--- src/rtl/ws2812_pkg.sv ---
// ws2812_pkg: shared constants and types for the WS2812 RZ decoder.
// Default timing assumes a 50 MHz system clock.
package ws2812_pkg;

    localparam int GRB_W           = 24;
    localparam int T0H_CYC         = 17;
    localparam int T1H_CYC         = 35;
    localparam int HIGH_THRESH_CYC = 26;
    localparam int MIN_HIGH_CYC    = 8;
    localparam int MAX_HIGH_CYC    = 50;
    localparam int RESET_CYC       = 2500;

    typedef enum logic [1:0] {
        WAIT_GAP,
        IDLE,
        HIGH,
        LOW
    } dec_state_t;

endpackage

--- src/rtl/rz_sync_edge.sv ---
// rz_sync_edge: two-flop synchronizer for the RZ line
// with one-cycle rise and fall strobes on the synchronized level.
module rz_sync_edge (
    input  logic clk,
    input  logic rst_n,
    input  logic din,
    output logic s,
    output logic rise,
    output logic fall
);

    logic s1;
    logic s_d;

    // Synchronizer chain plus one delayed copy for edge detection
    always_ff @(posedge clk) begin
        if (!rst_n) begin
            s1  <= 1'b0;
            s   <= 1'b0;
            s_d <= 1'b0;
        end else begin
            s1  <= din;
            s   <= s1;
            s_d <= s;
        end
    end

    assign rise = s & ~s_d;
    assign fall = ~s & s_d;

endmodule

--- src/rtl/ws2812_rz_decoder.sv ---
// ws2812_rz_decoder: classifies RZ high pulses into bits, assembles
// MSB-first GRB words and flags reset-gap latches and timing errors.
module ws2812_rz_decoder
    import ws2812_pkg::*;
#(
    parameter int HIGH_THRESH  = HIGH_THRESH_CYC,
    parameter int MIN_HIGH     = MIN_HIGH_CYC,
    parameter int MAX_HIGH     = MAX_HIGH_CYC,
    parameter int RESET_CYCLES = RESET_CYC
) (
    input  logic              clk,
    input  logic              rst_n,
    input  logic              rz_in,
    output logic [GRB_W-1:0]  rgb_data,
    output logic              rgb_valid,
    output logic              latch,
    output logic [7:0]        frame_words,
    output logic              pulse_err
);

    localparam int CW = $clog2(RESET_CYCLES + 1);

    localparam logic [CW-1:0] RST_C  = CW'(RESET_CYCLES);
    localparam logic [CW-1:0] RST_M1 = CW'(RESET_CYCLES - 1);
    localparam logic [CW-1:0] MIN_C  = CW'(MIN_HIGH);
    localparam logic [CW-1:0] MAX_C  = CW'(MAX_HIGH);
    localparam logic [CW-1:0] THR_C  = CW'(HIGH_THRESH);
    localparam logic [4:0]    LAST_B = 5'(GRB_W - 1);

    logic s;
    logic rise;
    logic fall;

    dec_state_t         state;
    logic [CW-1:0]      low_cnt;
    logic [CW-1:0]      high_cnt;
    logic [GRB_W-2:0]   shreg;
    logic [4:0]         bit_cnt;
    logic               frame_active;
    logic               bit_v;

    rz_sync_edge u_sync (
        .clk   (clk),
        .rst_n (rst_n),
        .din   (rz_in),
        .s     (s),
        .rise  (rise),
        .fall  (fall)
    );

    assign bit_v = (high_cnt >= THR_C);

    // Pulse classifier, word assembler and gap/latch tracker
    always_ff @(posedge clk) begin
        if (!rst_n) begin
            state        <= WAIT_GAP;
            low_cnt      <= '0;
            high_cnt     <= '0;
            shreg        <= '0;
            bit_cnt      <= '0;
            frame_active <= 1'b0;
            rgb_data     <= '0;
            rgb_valid    <= 1'b0;
            latch        <= 1'b0;
            frame_words  <= '0;
            pulse_err    <= 1'b0;
        end else begin
            rgb_valid <= 1'b0;
            latch     <= 1'b0;
            pulse_err <= 1'b0;

            // frame_words is held for the latch cycle, cleared after
            if (latch) begin
                frame_words  <= '0;
                frame_active <= 1'b0;
            end

            unique case (state)
                WAIT_GAP: begin
                    if (s) begin
                        low_cnt <= '0;
                    end else if (low_cnt == RST_M1) begin
                        low_cnt <= RST_C;
                        state   <= IDLE;
                    end else begin
                        low_cnt <= low_cnt + 1'b1;
                    end
                end

                IDLE: begin
                    if (rise) begin
                        state    <= HIGH;
                        high_cnt <= CW'(1);
                        low_cnt  <= '0;
                    end else if (low_cnt != RST_C) begin
                        low_cnt <= low_cnt + 1'b1;
                    end
                end

                HIGH: begin
                    if (fall) begin
                        if (high_cnt < MIN_C) begin
                            pulse_err    <= 1'b1;
                            bit_cnt      <= '0;
                            frame_words  <= '0;
                            frame_active <= 1'b0;
                            low_cnt      <= '0;
                            state        <= WAIT_GAP;
                        end else begin
                            shreg   <= {shreg[GRB_W-3:0], bit_v};
                            low_cnt <= CW'(1);
                            state   <= LOW;
                            if (bit_cnt == LAST_B) begin
                                rgb_data     <= {shreg, bit_v};
                                rgb_valid    <= 1'b1;
                                bit_cnt      <= '0;
                                frame_active <= 1'b1;
                                if (frame_words != 8'hFF)
                                    frame_words <= frame_words + 8'd1;
                            end else begin
                                bit_cnt <= bit_cnt + 5'd1;
                            end
                        end
                    end else if (high_cnt == MAX_C) begin
                        pulse_err    <= 1'b1;
                        bit_cnt      <= '0;
                        frame_words  <= '0;
                        frame_active <= 1'b0;
                        low_cnt      <= '0;
                        state        <= WAIT_GAP;
                    end else begin
                        high_cnt <= high_cnt + 1'b1;
                    end
                end

                LOW: begin
                    if (rise) begin
                        state    <= HIGH;
                        high_cnt <= CW'(1);
                        low_cnt  <= '0;
                    end else if (low_cnt == RST_M1) begin
                        low_cnt <= RST_C;
                        state   <= IDLE;
                        if (frame_active)
                            latch <= 1'b1;
                        if (bit_cnt != 5'd0) begin
                            pulse_err <= 1'b1;
                            bit_cnt   <= '0;
                        end
                    end else begin
                        low_cnt <= low_cnt + 1'b1;
                    end
                end
            endcase
        end
    end

endmodule

--- config.mk ---
export PLATFORM = sky130hd
export DESIGN_NAME = ws2812_rz_decoder
export DESIGN_NICKNAME = d
export VERILOG_FILES = /design/src/rtl/ws2812_pkg.sv /design/src/rtl/rz_sync_edge.sv /design/src/rtl/ws2812_rz_decoder.sv
export SDC_FILE = /design/constraint.sdc
export NUM_CORES = 1
export LEC_CHECK = 0
export BUFFER_PORTS_ARGS = -buffer_cell sky130_fd_sc_hd__buf_4
export CAP_MARGIN = 20
export CELL_PAD_IN_SITES_DETAIL_PLACEMENT = 1
export CELL_PAD_IN_SITES_GLOBAL_PLACEMENT = 1
export CORE_MARGIN = 1.5
export CORE_UTILIZATION = 47
export DETAILED_ROUTE_END_ITERATION = 8
export GPL_TIMING_DRIVEN = 0
export HOLD_SLACK_MARGIN = 0.08
export PLACE_DENSITY_LB_ADDON = 0.1
export SLEW_MARGIN = 20
export SYNTH_ARGS = -nofsm -noshare
export SYNTH_HDL_FRONTEND = slang
export SYNTH_HIERARCHICAL = 1
export SYNTH_SLANG_ARGS = --single-unit
--- constraint.sdc ---
create_clock -name clk -period 4.72 [get_ports clk]
set_input_delay 0.236 -clock clk [delete_from_list [all_inputs] [get_ports clk]]
set_output_delay 0.236 -clock clk [all_outputs]
set_load 0.02 [all_outputs]
; ---- Word level (Yosys, flattened, before mapping)
; Cells that the tools add are included.
[word_totals]
register_bits = 93
out_inout_bits = 35
elab_cells = 112
[classes]
add_sub_neg = 4
n_lt_le_gt_ge = 2
eq_ne = 18
n_mux = 51
bitwise_logic = 10
reduce_logical = 13
[op_table]
columns = cell, count
row1 = $mux W12, 10
row2 = $mux W8, 7
row3 = $pmux W12 S4, 1
row4 = $mux W5, 7
row5 = $add A12 B1 Y12 const B, 2
row6 = $pmux W12 S2, 1
row7 = $mux W1, 15
row8 = $mux W2, 7
row9 = $ne A2 B2 Y1 const B, 7
row10 = $eq A12 B12 Y1 const B, 1
row11 = $eq A12 B6 Y1 const B, 1
row12 = $ge A12 B5 Y1 const B, 1
row13 = $lt A12 B4 Y1 const B, 1
row14 = $ne A12 B12 Y1 const B, 1
row15 = $pmux W5 S2, 1
row16 = $add A8 B1 Y8 const B, 1
row17 = $ne A8 B8 Y1 const B, 1
row18 = $not A1 Y1, 8
row19 = $pmux W2 S4, 1
row20 = $reduce_and A4 Y1, 2
row21 = $reduce_or A4 Y1, 2
row22 = $ne A3 B3 Y1 const B, 2
row23 = $reduce_and A3 Y1, 2
row24 = $add A5 B1 Y5 const B, 1
row25 = other kinds (12), 15

; ---- Depth between registers and ports, before layout
; Gate-level depths: netlist (run 1).
[depth]
word_depth = 6
mapped_depth = 9

; ---- Modules after synthesis
; Netlist (run 1), hierarchy kept.
[by_module_without_submodules]
columns = mod, instances, cells_per_inst, area_per_inst_um2, seq_area_each_um2
row1 = ws2812_rz_decoder, 1, 504, 4015.1, 1801.7
row2 = rz_sync_edge, 1, 8, 91.3, 60.1

; ---- Worst setup path after synthesis (run 1)
; No wires, ideal clock.
[synth_timing]
path_type = register to register
from = reg high_cnt[6]
to = reg bit_cnt[1]
setup_ns = 0.070
arrival_ns = 2.355
path_slack_ns = 2.294
path_stages_with_launch = 7
cell_sequence = dfxtp_1 > or4_4 > or4_1 > buf_2 > o21a_1 > or4_1 > a21oi_1
[synth_via]
elab_chain_len = 4
elab_cells_between_ends = 7
cone_classes = order compare (1) / eq/ne (2) / mux (3) / reduce/logical (1)
[synth_rtl]
columns = element, line_no
row1 = "start, declared", ws2812_rz_decoder.sv:36  ; logic [CW-1:0] high_cnt;
row2 = "start signal, assigned", ws2812_rz_decoder.sv:132  ; high_cnt <= high_cnt + 1'b1;
row3 = $lt A12 B4 Y1, ws2812_rz_decoder.sv:102  ; if (high_cnt < MIN_C) begin
row4 = $mux W5, ws2812_rz_decoder.sv:102
row5 = $mux W5, ws2812_rz_decoder.sv:101  ; if (fall) begin
row6 = $pmux W5 S2, ws2812_rz_decoder.sv:78  ; unique case (state)
row7 = "end signal, assigned", ws2812_rz_decoder.sv:121  ; bit_cnt <= bit_cnt + 5'd1;
row8 = "end, declared", ws2812_rz_decoder.sv:38  ; logic [4:0] bit_cnt;
; Parallel ways exist; a longest one is shown, timed or not.
; A chain may end at the register's enable or synchronous reset.

; ---- Worst setup path in the final report (run 1)
[layout_timing]
from = reg high_cnt[6]
to = reg rgb_data[5]
[layout_via]
elab_chain_len = 3
[layout_rtl]
columns = element, line_no
row1 = $lt A12 B4 Y1, ws2812_rz_decoder.sv:102
row2 = $not A1 Y1 (no line), -
row3 = $reduce_and A4 Y1 (no line), -
row4 = "end signal, assigned", ws2812_rz_decoder.sv:114  ; rgb_data <= {shreg, bit_v};
row5 = "end, declared", ws2812_rz_decoder.sv:14  ; output logic [GRB_W-1:0] rgb_data,
; No other way between the ends.

==> results_dict.tcl, run 1 <==
set metrics [dict create \
    ys_async_sr_fraction_pct 0 \
    die_width_um 96.5 \
    htreeDepth 3 \
    critical_path.startpoint "high_cnt[6]" \
    ys_seq_elements 93 \
    area_delta_synth_final_pct 15.5 \
    swShare_pct 23.2 \
    power_mw 1.43 \
    path_depth 7 \
    yosysWarningCount 6 \
    crit_path_end_kind "flip-flop" \
    p_per_area_nw_per_um2 301 \
    fin_crit_sh_pct 59.4 \
    finalHoldViolCount 0 \
    path_cells "or4_4, nor4_1, or3_1, clkbuf_1, clkbuf_1, nand2_1, a21oi_1" \
    avgRoutedWirePerCell_um 17.7 \
    cts_sinks 93 \
    crit_path_max_fanout 10 \
    rows 33 \
    dr.pass1.iters 6 \
    synth_area_leaders "dfxtp_1 (45%), nand2_1 (11%), a21oi_1 (7.6%)" \
    die_h_um 96.5 \
    comb_power_share_pct 2.6 \
    min_period_ns 2.80 \
    drtIter0Drc 172 \
    vias 4049 \
    seqPwrFrac_pct 55.3 \
    worst_r2r_path_depth 7 \
    overflow 0 \
    synth_area_per_cell_um2 8.02 \
    critPathRequiredTime_ns 5.03 \
    timing.critical_path.to "rgb_data[5]" \
    postSynthCellCount 512 \
    cp.arrival_ns 3.11 \
    die-area_um2 9310 \
    grt_setup_unrepaired "false" \
    synth_fp_nets 522 \
    clk_pin_slew_worst_paths_ns 0.10 \
    grt_pass1_wl_um 19000 \
    hold_class "in2reg" \
    crit_slowest_cell "or4_4" \
    max_stage_delay_ns 0.60 \
    grt_use_total_pct 26.6 \
    crit_path_start_kind "flip-flop" \
    cts_root_buf "clkbuf_8" \
    grt_max_degree 17 \
    slew_viol_final 0 \
    wirelength_um 11900 \
    antenna_found_initial 0 \
    synth_edf_count 0 \
    io_buffers 37 \
    fmax_mhz 357 \
    max_slew_margin_pct 28.8 \
    synth_top_area_cell "dfxtp_1" \
    core_area_um2 8340 \
    vias_per_cell 6.04 \
    synth_ff_type "dfxtp_1" \
    synth_seq_area_share_pct 45.3 \
    p_leak_nw 1.69 \
    insertion_delay_ns 0.38 \
    critPathKind "reg2reg" \
    drc 0 \
    ios 38 \
    cts.path.max_buffers 2 \
    r2r_end "rgb_data[5]" \
    intPower_mw 1.10 \
    power_frac_clock_pct 42.0 \
    tns_ns 0 \
    drtAntennaViolNets 0 \
    path_buf_inv 2 \
    cts_made_buffers 9 \
    dp_hpwl_um 8230 \
    grt_pass1_vias 3812 \
    cap_violations 0 \
    outcome "complete, no violations" \
    mostFrequentLayoutCells "nand2_1 (120), dfxtp_1 (93), a21oi_1 (62)" \
    cpLargestDelayFamily "simple AND/OR/NAND/NOR gates" \
    gp_congestion 0.842 \
    worst_path_most_repeated_cell "clkbuf_1" \
    r2r_slack_ns 1.92 \
    synth_area_um2 4110 \
    final_common_cell "nand2_1" \
    yosys.cell_types.count 53 \
    synth_top_area_share_pct 45.3 \
    cts_tree "done" \
    finalSetupViolations 0 \
    diodes 0 \
    switching_power_mw 0.331 \
    start_util_pct 49.2 \
    fin_nets 571 \
    rr_startpoint "high_cnt[6]" \
    tightest_slew_ns 1.05 \
    drive_gt1_share_pct 11.2 \
    fin_skew_ns 0.00985 \
    ir_worst_vdd_mv 0.150 \
]
timing repair:
action                                 in CTS  in global routing
buffers inserted                            0                  0
endpoints found under the hold margin       1                  0
hold buffers                                1                  0
resized for setup                           0                  0
power groups by stage:
stage,registers (mW),clock network [mW],logic [mW]
after floorplan,0.807,0,0.0233
after global placement,0.808,0,0.0354
after detailed placement,0.808,0,0.0368
after CTS,0.790,0.610,0.0378
after global routing,0.791,0.646,0.0416
final,0.790,0.600,0.0378
stage by stage:
step	hold WS (ns)	setup WS, ns	util (%)	instance area, um^2	cells
floorplan	0.358	2.29	-	4110	512
global placement	0.417	2.01	54.1	4520	654
detailed placement	0.415	1.95	54.1	4520	654
CTS	0.127	1.93	56.9	4740	670
global route	0.139	1.71	56.9	4740	670
finish	0.125	1.92	56.9	4740	670
kinds of logic after synthesis:
| family | count (synthesis) | share of synthesized area, % |
|---|---|---|
| simple gates | 237 | 27.9 |
| compound gates | 137 | 20.9 |
| flops | 93 | 45.3 |
| buf+inv | 36 | 3.35 |
| fa+ha+maj | 7 | 2.13 |
| xor+xnor | 2 | 0.427 |
worst min path at each step:
stage                          from    endpoint  slack (ns)  depth (start not counted)
after floorplan               rst_n   u_sync/s1        0.36                          1
after global placement    u_sync/s1    u_sync/s        0.42                          1
after detailed placement  u_sync/s1    u_sync/s        0.41                          1
after CTS                     rst_n  u_sync/s_d        0.13                          2
after global routing          rst_n   u_sync/s1        0.14                          2
final                         rst_n    u_sync/s        0.13                          2
synth_stat cells (3+ instances only):
master,instances
a311oi_1,4
and3_1,9
nand4b_1,3
nor2b_1,6
inv_1,7
o211ai_1,3
o21ai_0,15
or4_1,7
and2_1,6
dfxtp_1,93
a31oi_1,8
o22ai_1,5
o21a_1,4
a21oi_1,62
nand3_1,14
nor3_1,11
o41ai_1,5
a211oi_1,8
nand2_1,120
nor2_1,21
nand4_1,8
ha_1,7
nor4_1,3
o311ai_0,6
or3_1,12
nand2b_1,4
clkbuf_1,26
sequential cells by signal, summed over array words and instances (netlist names):
register	count
state	2
high_cnt	12
rgb_valid	1
frame_active	1
frame_words	8
pulse_err	1
shreg	23
low_cnt	12
latch	1
u_sync/s1	1
u_sync/s_d	1
u_sync/s	1
bit_cnt	5
rgb_data	24
layout make-up:
type | instances | area [um^2]
sequential | 93 | 1860
timing repair buffer | 38 | 288
inverter | 8 | 30.0
clock buffer | 9 | 124
buffer | 28 | 108
tap | 105 | 131
clock inverter | 6 | 93.8
fill | 1055 | 3600
multi-input combinational | 383 | 2110
routing by layer:
layer	vias to the layer above	global-route usage, %	routed length [um]	part of all wire, %
li1	1944	-	-	-
met1	1990	34.8	5380	45
met2	96	44.3	5760	49
met3	19	5.48	547	4.6
met4	0	7.00	186	1.6
met5	-	0	0	0
Power figures use the tool's default switching activity.
==> run 2, diff against run 1 <==
ABC_AREA = 1   (was unset)
CORE_UTILIZATION = 39   (was 47)
clock period = 2.3 ns   (was 4.72 ns; I/O delays follow)
==> run 2 against run 1 <==
Net effect: combinational power increased by 120%; wire length increased by 11%; sequential share of layout area decreased by 4.4 points; clock-buffer cell count unchanged; global-route usage decreased by 4.0 points; clock power increased to 2.6 times the previous value; flip-flop and latch count unchanged; setup slack got worse by 1.5 ns; total power increased by 130%; critical path type is now in2reg; largest cell class unchanged; highest routed layer unchanged.
==> results_dict.tcl, run 2 <==
set metrics [dict create \
    clk_pin_slew_worst_paths_ns 0.07 \
    max_slew_margin_pct 50.5 \
    ios 38 \
    final_common_cell "nand2_1" \
    area_delta_synth_final_pct 17.4 \
    cts_root_buf "clkbuf_16" \
    synth_area_um2 4550 \
    synth_xor_area_share_pct 2.69 \
    busiest_layer "met2" \
    insertion_delay_ns 0.35 \
    largest_reg_flops 24 \
    p_per_area_nw_per_um2 608 \
    ctsHoldBuffers 3 \
    drtAntennaViolNets 0 \
    start_util_pct 39.9 \
    fin_crit_sh_pct 83.5 \
    crit_path_max_fanout 10 \
    synthMuxAreaShare_pct 0 \
    grt_max_degree 18 \
    cts_tree "done" \
    top_regs "rgb_data (24), shreg (23)" \
    avgRoutedWirePerCell_um 15.4 \
    grt_use_total_pct 22.6 \
    synth_top_family_by_area "simple AND/OR/NAND/NOR gates" \
    cts.path.max_buffers 2 \
    grt_pass1_wl_um 22600 \
    overflow 0 \
    die_h_um 111 \
    rows 39 \
    fin_area_um2 5350 \
    grt_pass1_vias 4624 \
    synth_ff_type "dfxtp_1" \
    vias 4414 \
    drive_gt1_share_pct 12.4 \
    synth_fp_nets 671 \
    slew_viol_final 0 \
    synth_seq_area_share_pct 40.9 \
    yosysWarningCount 6 \
    ir_worst_vdd_mv 0.526 \
    synth_area_leaders "dfxtp_1 (41%), nand2_1 (12%), a21oi_1 (6.7%)" \
    yosys.cell_types.count 32 \
    diodes 0 \
    gp_congestion 0.851 \
    die-area_um2 12300 \
    core_area_um2 11400 \
    die_width_um 111 \
    synth_edf_count 0 \
    antenna_found_initial 0 \
    yosys.area_share.simple_pct 31.2 \
    outcome "complete, no violations" \
    fin_skew_ns 0.00671 \
    fin_nets 722 \
    cp.arrival_ns 2.19 \
    mostFrequentLayoutCells "nand2_1 (147), dfxtp_1 (93), nor2_1 (80)" \
    ys_async_sr_fraction_pct 0 \
    fin_cells 860 \
    synth_top_area_cell "dfxtp_1" \
    htreeDepth 3 \
    min_period_ns 1.92 \
    cts_sinks 93 \
    finalSetupViolations 0 \
    ys_seq_elements 93 \
    drc 0 \
    wirelength_um 13200 \
    postSynthCellCount 661 \
    cap_violations 0 \
    io_buffers 37 \
    synth_fa_ha_area_share_pct 1.92 \
    use_met1_pct 29.1 \
    p_leak_nw 2.16 \
    cts_made_buffers 9 \
    synth_area_per_cell_um2 6.89 \
    synthTopCellsByCount "nand2_1 (147), dfxtp_1 (93), nor2_1 (80)" \
    cts_setup_buffers 0 \
    tightest_slew_ns 0.743 \
    placed_area_um2 5010 \
    tns_ns 0 \
    power_mw 3.25 \
    critPathRequiredTime_ns 2.57 \
    grt_setup_unrepaired "false" \
    vias_per_cell 5.13 \
    finalHoldViolCount 0 \
    largest_register "rgb_data" \
    dp_cells 841 \
    fillers 1505 \
    drtIter0Drc 174 \
    hold_class "reg2reg" \
    grtUsageMet2_pct 38.5 \
    synth_top_area_share_pct 40.9 \
    crit_path_end_kind "flip-flop" \
    fmax_mhz 521 \
    crit_path_start_kind "input port" \
    post_cts_resized 0 \
    met3_usage_pct 3.72 \
    dp_hpwl_um 9830 \
    synth_compound_area_share_pct 13.7 \
    synth_most_common_cell "nand2_1" \
    dr.pass1.iters 4 \
    final_util_pct 46.8 \
    critPathKind "in2reg" \
]
==> run 2: metrics by stage <==
step                      hold WS [ns]  setup WS, ns
after floorplan                  0.208         0.682
after global placement           0.304         0.469
after detailed placement         0.312         0.443
after CTS                        0.415         0.320
after global routing             0.441         0.178
final                            0.417         0.380
==> run 2: cells by family after synthesis <==
| kind of cell | count (synthesis) |
|---|---|
| and+or+nand+nor | 324 |
| AOI/OAI and AO/OA | 120 |
| buffers and inverters | 103 |
| DFF | 93 |
| xor gates and xnor gates | 14 |
| adders and majority gates | 7 |
==> run 2: power by group <==
group / total [mW] / switching, mW / internal [mW]
Sequential: 1.62 / 0.00624 / 1.62
Combinational: 0.0828 / 0.0591 / 0.0238
Clock: 1.55 / 0.687 / 0.860
Total: 3.25 / 0.753 / 2.50
==> run 2: critical path: stages <==
cell and delay (ns):
dlygate4sd3_1 0.53, buf_4 0.15, clkbuf_1 0.42, clkinv_1 0.32, clkbuf_1 0.41, a21oi_1 0.24
==> run 2: area by class of cell <==
cell class / count / area [um^2] / share of cell area, %
inverter: 80 / 300 / 5.62
multi-input combinational: 465 / 2250 / 42.2
timing repair buffer: 40 / 308 / 5.76
tap: 143 / 179 / 3.35
clock inverter: 7 / 81.3 / 1.52
buffer: 23 / 138 / 2.57
clock buffer: 9 / 225 / 4.21
sequential: 93 / 1860 / 34.8
==> run 2: final timing paths <==
check | start | depth (start not counted) | to | slack (ns)
min reg2reg | u_sync/s1 | 2 | u_sync/s | 0.42
max reg2reg | u_sync/s | 10 | low_cnt[8] | 0.39
min | u_sync/s1 | 2 | u_sync/s | 0.42
max | rst_n | 6 | shreg[8] | 0.38
==> run 2: layer usage <==
| layer | up-vias | wire length [um] |
|---|---|---|
| li1 | 2233 | - |
| met1 | 2112 | 6290 |
| met2 | 54 | 6300 |
| met3 | 15 | 441 |
| met4 | 0 | 204 |
| met5 | - | 0 |
==> run 3, diff against run 2 <==
ABC_AREA = 0   (was 1)
CORE_UTILIZATION = 40   (was 39)
clock period = 1.75 ns   (was 2.3 ns; I/O delays follow)
==> run 3 against run 2 <==
Net effect: the run now ends with setup timing left; highest routed layer unchanged; cell area is 14% higher; largest power group unchanged; non-clock buffer count is 50 higher; sequential share of layout area is 4.1 points lower; total power is 26% higher; largest cell class unchanged; wire length is 9.7% higher; clock-buffer cell count is 1 higher; die area is 12% lower; worst hold slack worse by 0.19 ns; critical path type is now reg2reg.
==> results_dict.tcl, run 3 (same netlist as run 1, synthesis figures left out) <==
set metrics [dict create \
    seq_area_um2 1870 \
    met3_usage_pct 3.70 \
    overflow 0 \
    die_width_um 104 \
    vias_per_cell 5.72 \
    clk_pin_slew_worst_paths_ns 0.10 \
    violations "setup timing" \
    worst_path_most_repeated_cell "or4_4" \
    intPower_mw 3.16 \
    p_leak_nw 2.24 \
    fillers 1137 \
    power_frac_clock_pct 44.9 \
    slew_viol_final 0 \
    fin_skew_ns 0.0135 \
    insertion_delay_ns 0.38 \
    dp_cells 682 \
    crit_path_start_kind "flip-flop" \
    drtIter0Drc 121 \
    start_util_pct 41.6 \
    fin_cells 746 \
    max_slew_margin_pct 50.2 \
    fin_crit_sh_pct 139 \
    hold_class "in2reg" \
    seqPwrFrac_pct 51.9 \
    comb_power_share_pct 3.3 \
    min_period_ns 2.43 \
    core_area_um2 9860 \
    crit_path_max_fanout 4 \
    drtAntennaViolNets 0 \
    cap_violations 0 \
    worst_r2r_path_depth 5 \
    grt_use_total_pct 25.1 \
    path_cells "or4_4, or4_4, o21a_4, or4_4, a21oi_2" \
    grt_pass1_wl_um 21800 \
    rows 36 \
    drc 0 \
    path_buf_inv 0 \
    drive_gt1_share_pct 34.9 \
    cpLargestDelayFamily "simple AND/OR/NAND/NOR gates" \
    mostFrequentLayoutCells "nand2_1 (107), dfxtp_1 (90), buf_4 (59)" \
    switching_power_mw 0.946 \
    fin_nets 618 \
    busiest_layer "met2" \
    dr.pass1.iters 4 \
    cts_root_buf "clkbuf_8" \
    critPathRequiredTime_ns 2.06 \
    dp_hpwl_um 8270 \
    largest_reg_flops 24 \
    crit_path_end_kind "flip-flop" \
    antenna_found_initial 0 \
    area_delta_synth_final_pct 48.0 \
    vias 4269 \
    largest_register "rgb_data" \
    outcome "complete, but fails checks" \
    cts_sinks 93 \
    diodes 0 \
    hold_depth 3 \
    grt_pass1_vias 4334 \
    grtUsageMet2_pct 46.6 \
    gp_congestion 0.838 \
    crit_slowest_cell "or4_4" \
    path_depth 5 \
    grt_max_degree 17 \
    grt_setup_unrepaired "true" \
    cts_tree "done" \
    final_common_cell "nand2_1" \
    die_h_um 104 \
    top_regs "rgb_data (24), shreg (23)" \
    avgRoutedWirePerCell_um 19.5 \
    cp.arrival_ns 2.73 \
    multi_input_area_um2 2690 \
    max_stage_delay_ns 0.60 \
    io_buffers 37 \
    post-place-ws_ns -1.05 \
    critPathKind "reg2reg" \
    ir_worst_vdd_mv 0.301 \
    holdWs_ns 0.223 \
    use_met1_pct 29.3 \
    ios 38 \
    fmax_mhz 412 \
    power_mw 4.11 \
    cts_made_buffers 9 \
    htreeDepth 3 \
    swShare_pct 23.0 \
    wirelength_um 14500 \
    p_per_area_nw_per_um2 676 \
    tightest_slew_ns 0.747 \
    cts.path.max_buffers 2 \
    die-area_um2 10900 \
    finalSetupViolations 88 \
    setup_slack_ns -0.676 \
    finalHoldViolCount 0 \
]
-- run 3: cell count changes in the layout (fill, tap and decap cells not counted), sizes merged, moves of 9 or more --
cell and change:
clkbuf +18, or3 +13, nand2 -31, xor2 -9
o21ai -34, buf +33, nand3 -47, inv -74
and3 +9, nor2 -65
-- run 3: final timing paths --
check	slack, ns	startpoint	end
worst max-delay path	-0.68	high_cnt[7]	bit_cnt[1]
worst min-delay path	0.22	rst_n	state[0]
worst max register to register	-0.68	high_cnt[7]	bit_cnt[1]
worst min register to register	0.46	u_sync/s1	u_sync/s
-- run 3: layout make-up --
type	count	area share, %
clock buffers	10	2.26
flip-flops and latches	93	30.7
plain buffers	25	4.55
clock inverters	6	1.96
well taps	133	2.74
inverters	8	0.494
multi-input cells	383	44.3
repair buffers	88	13.0
-- run 3: through the flow --
stage                     utilization [%]  TNS, ns  area [um^2]
after floorplan                         -   -28.52         4240
after global placement               47.4   -64.60         4680
after detailed placement             47.4   -67.72         4680
after CTS                            57.7   -39.37         5690
after global routing                 61.6   -53.53         6080
final                                61.6   -47.46         6080
-- run 3: power groups by stage --
stage | combinational [mW] | sequential [mW] | clock [mW]
2_1_floorplan | 0.0691 | 2.18 | 0
3_3_place_gp | 0.106 | 2.18 | 0
3_5_place_dp | 0.108 | 2.18 | 0
4_1_cts | 0.121 | 2.13 | 1.85
5_1_grt | 0.146 | 2.13 | 1.94
6_report | 0.134 | 2.13 | 1.85
-- run 3: timing repair --
item / CTS / global route
setup endpoints to repair: 89 / 90
buffers inserted: 31 / 10
hold buffers: 3 / 0
pin swaps: 34 / 28
gates resized for setup: 110 / 63
endpoints found under the hold margin: 4 / 0
gates cloned: 3 / 4
-- run 3: tightest hold or removal path: stages --
cell and delay, ns:
buf_4 0.14, clkinv_1 0.25, a2111oi_4 0.08
-- run 3: routing by layer --
layer | share of wire, % | wire, um
met1 | 43 | 6200
met2 | 52 | 7570
met3 | 3.1 | 448
met4 | 2.1 | 307
met5 | 0 | 0
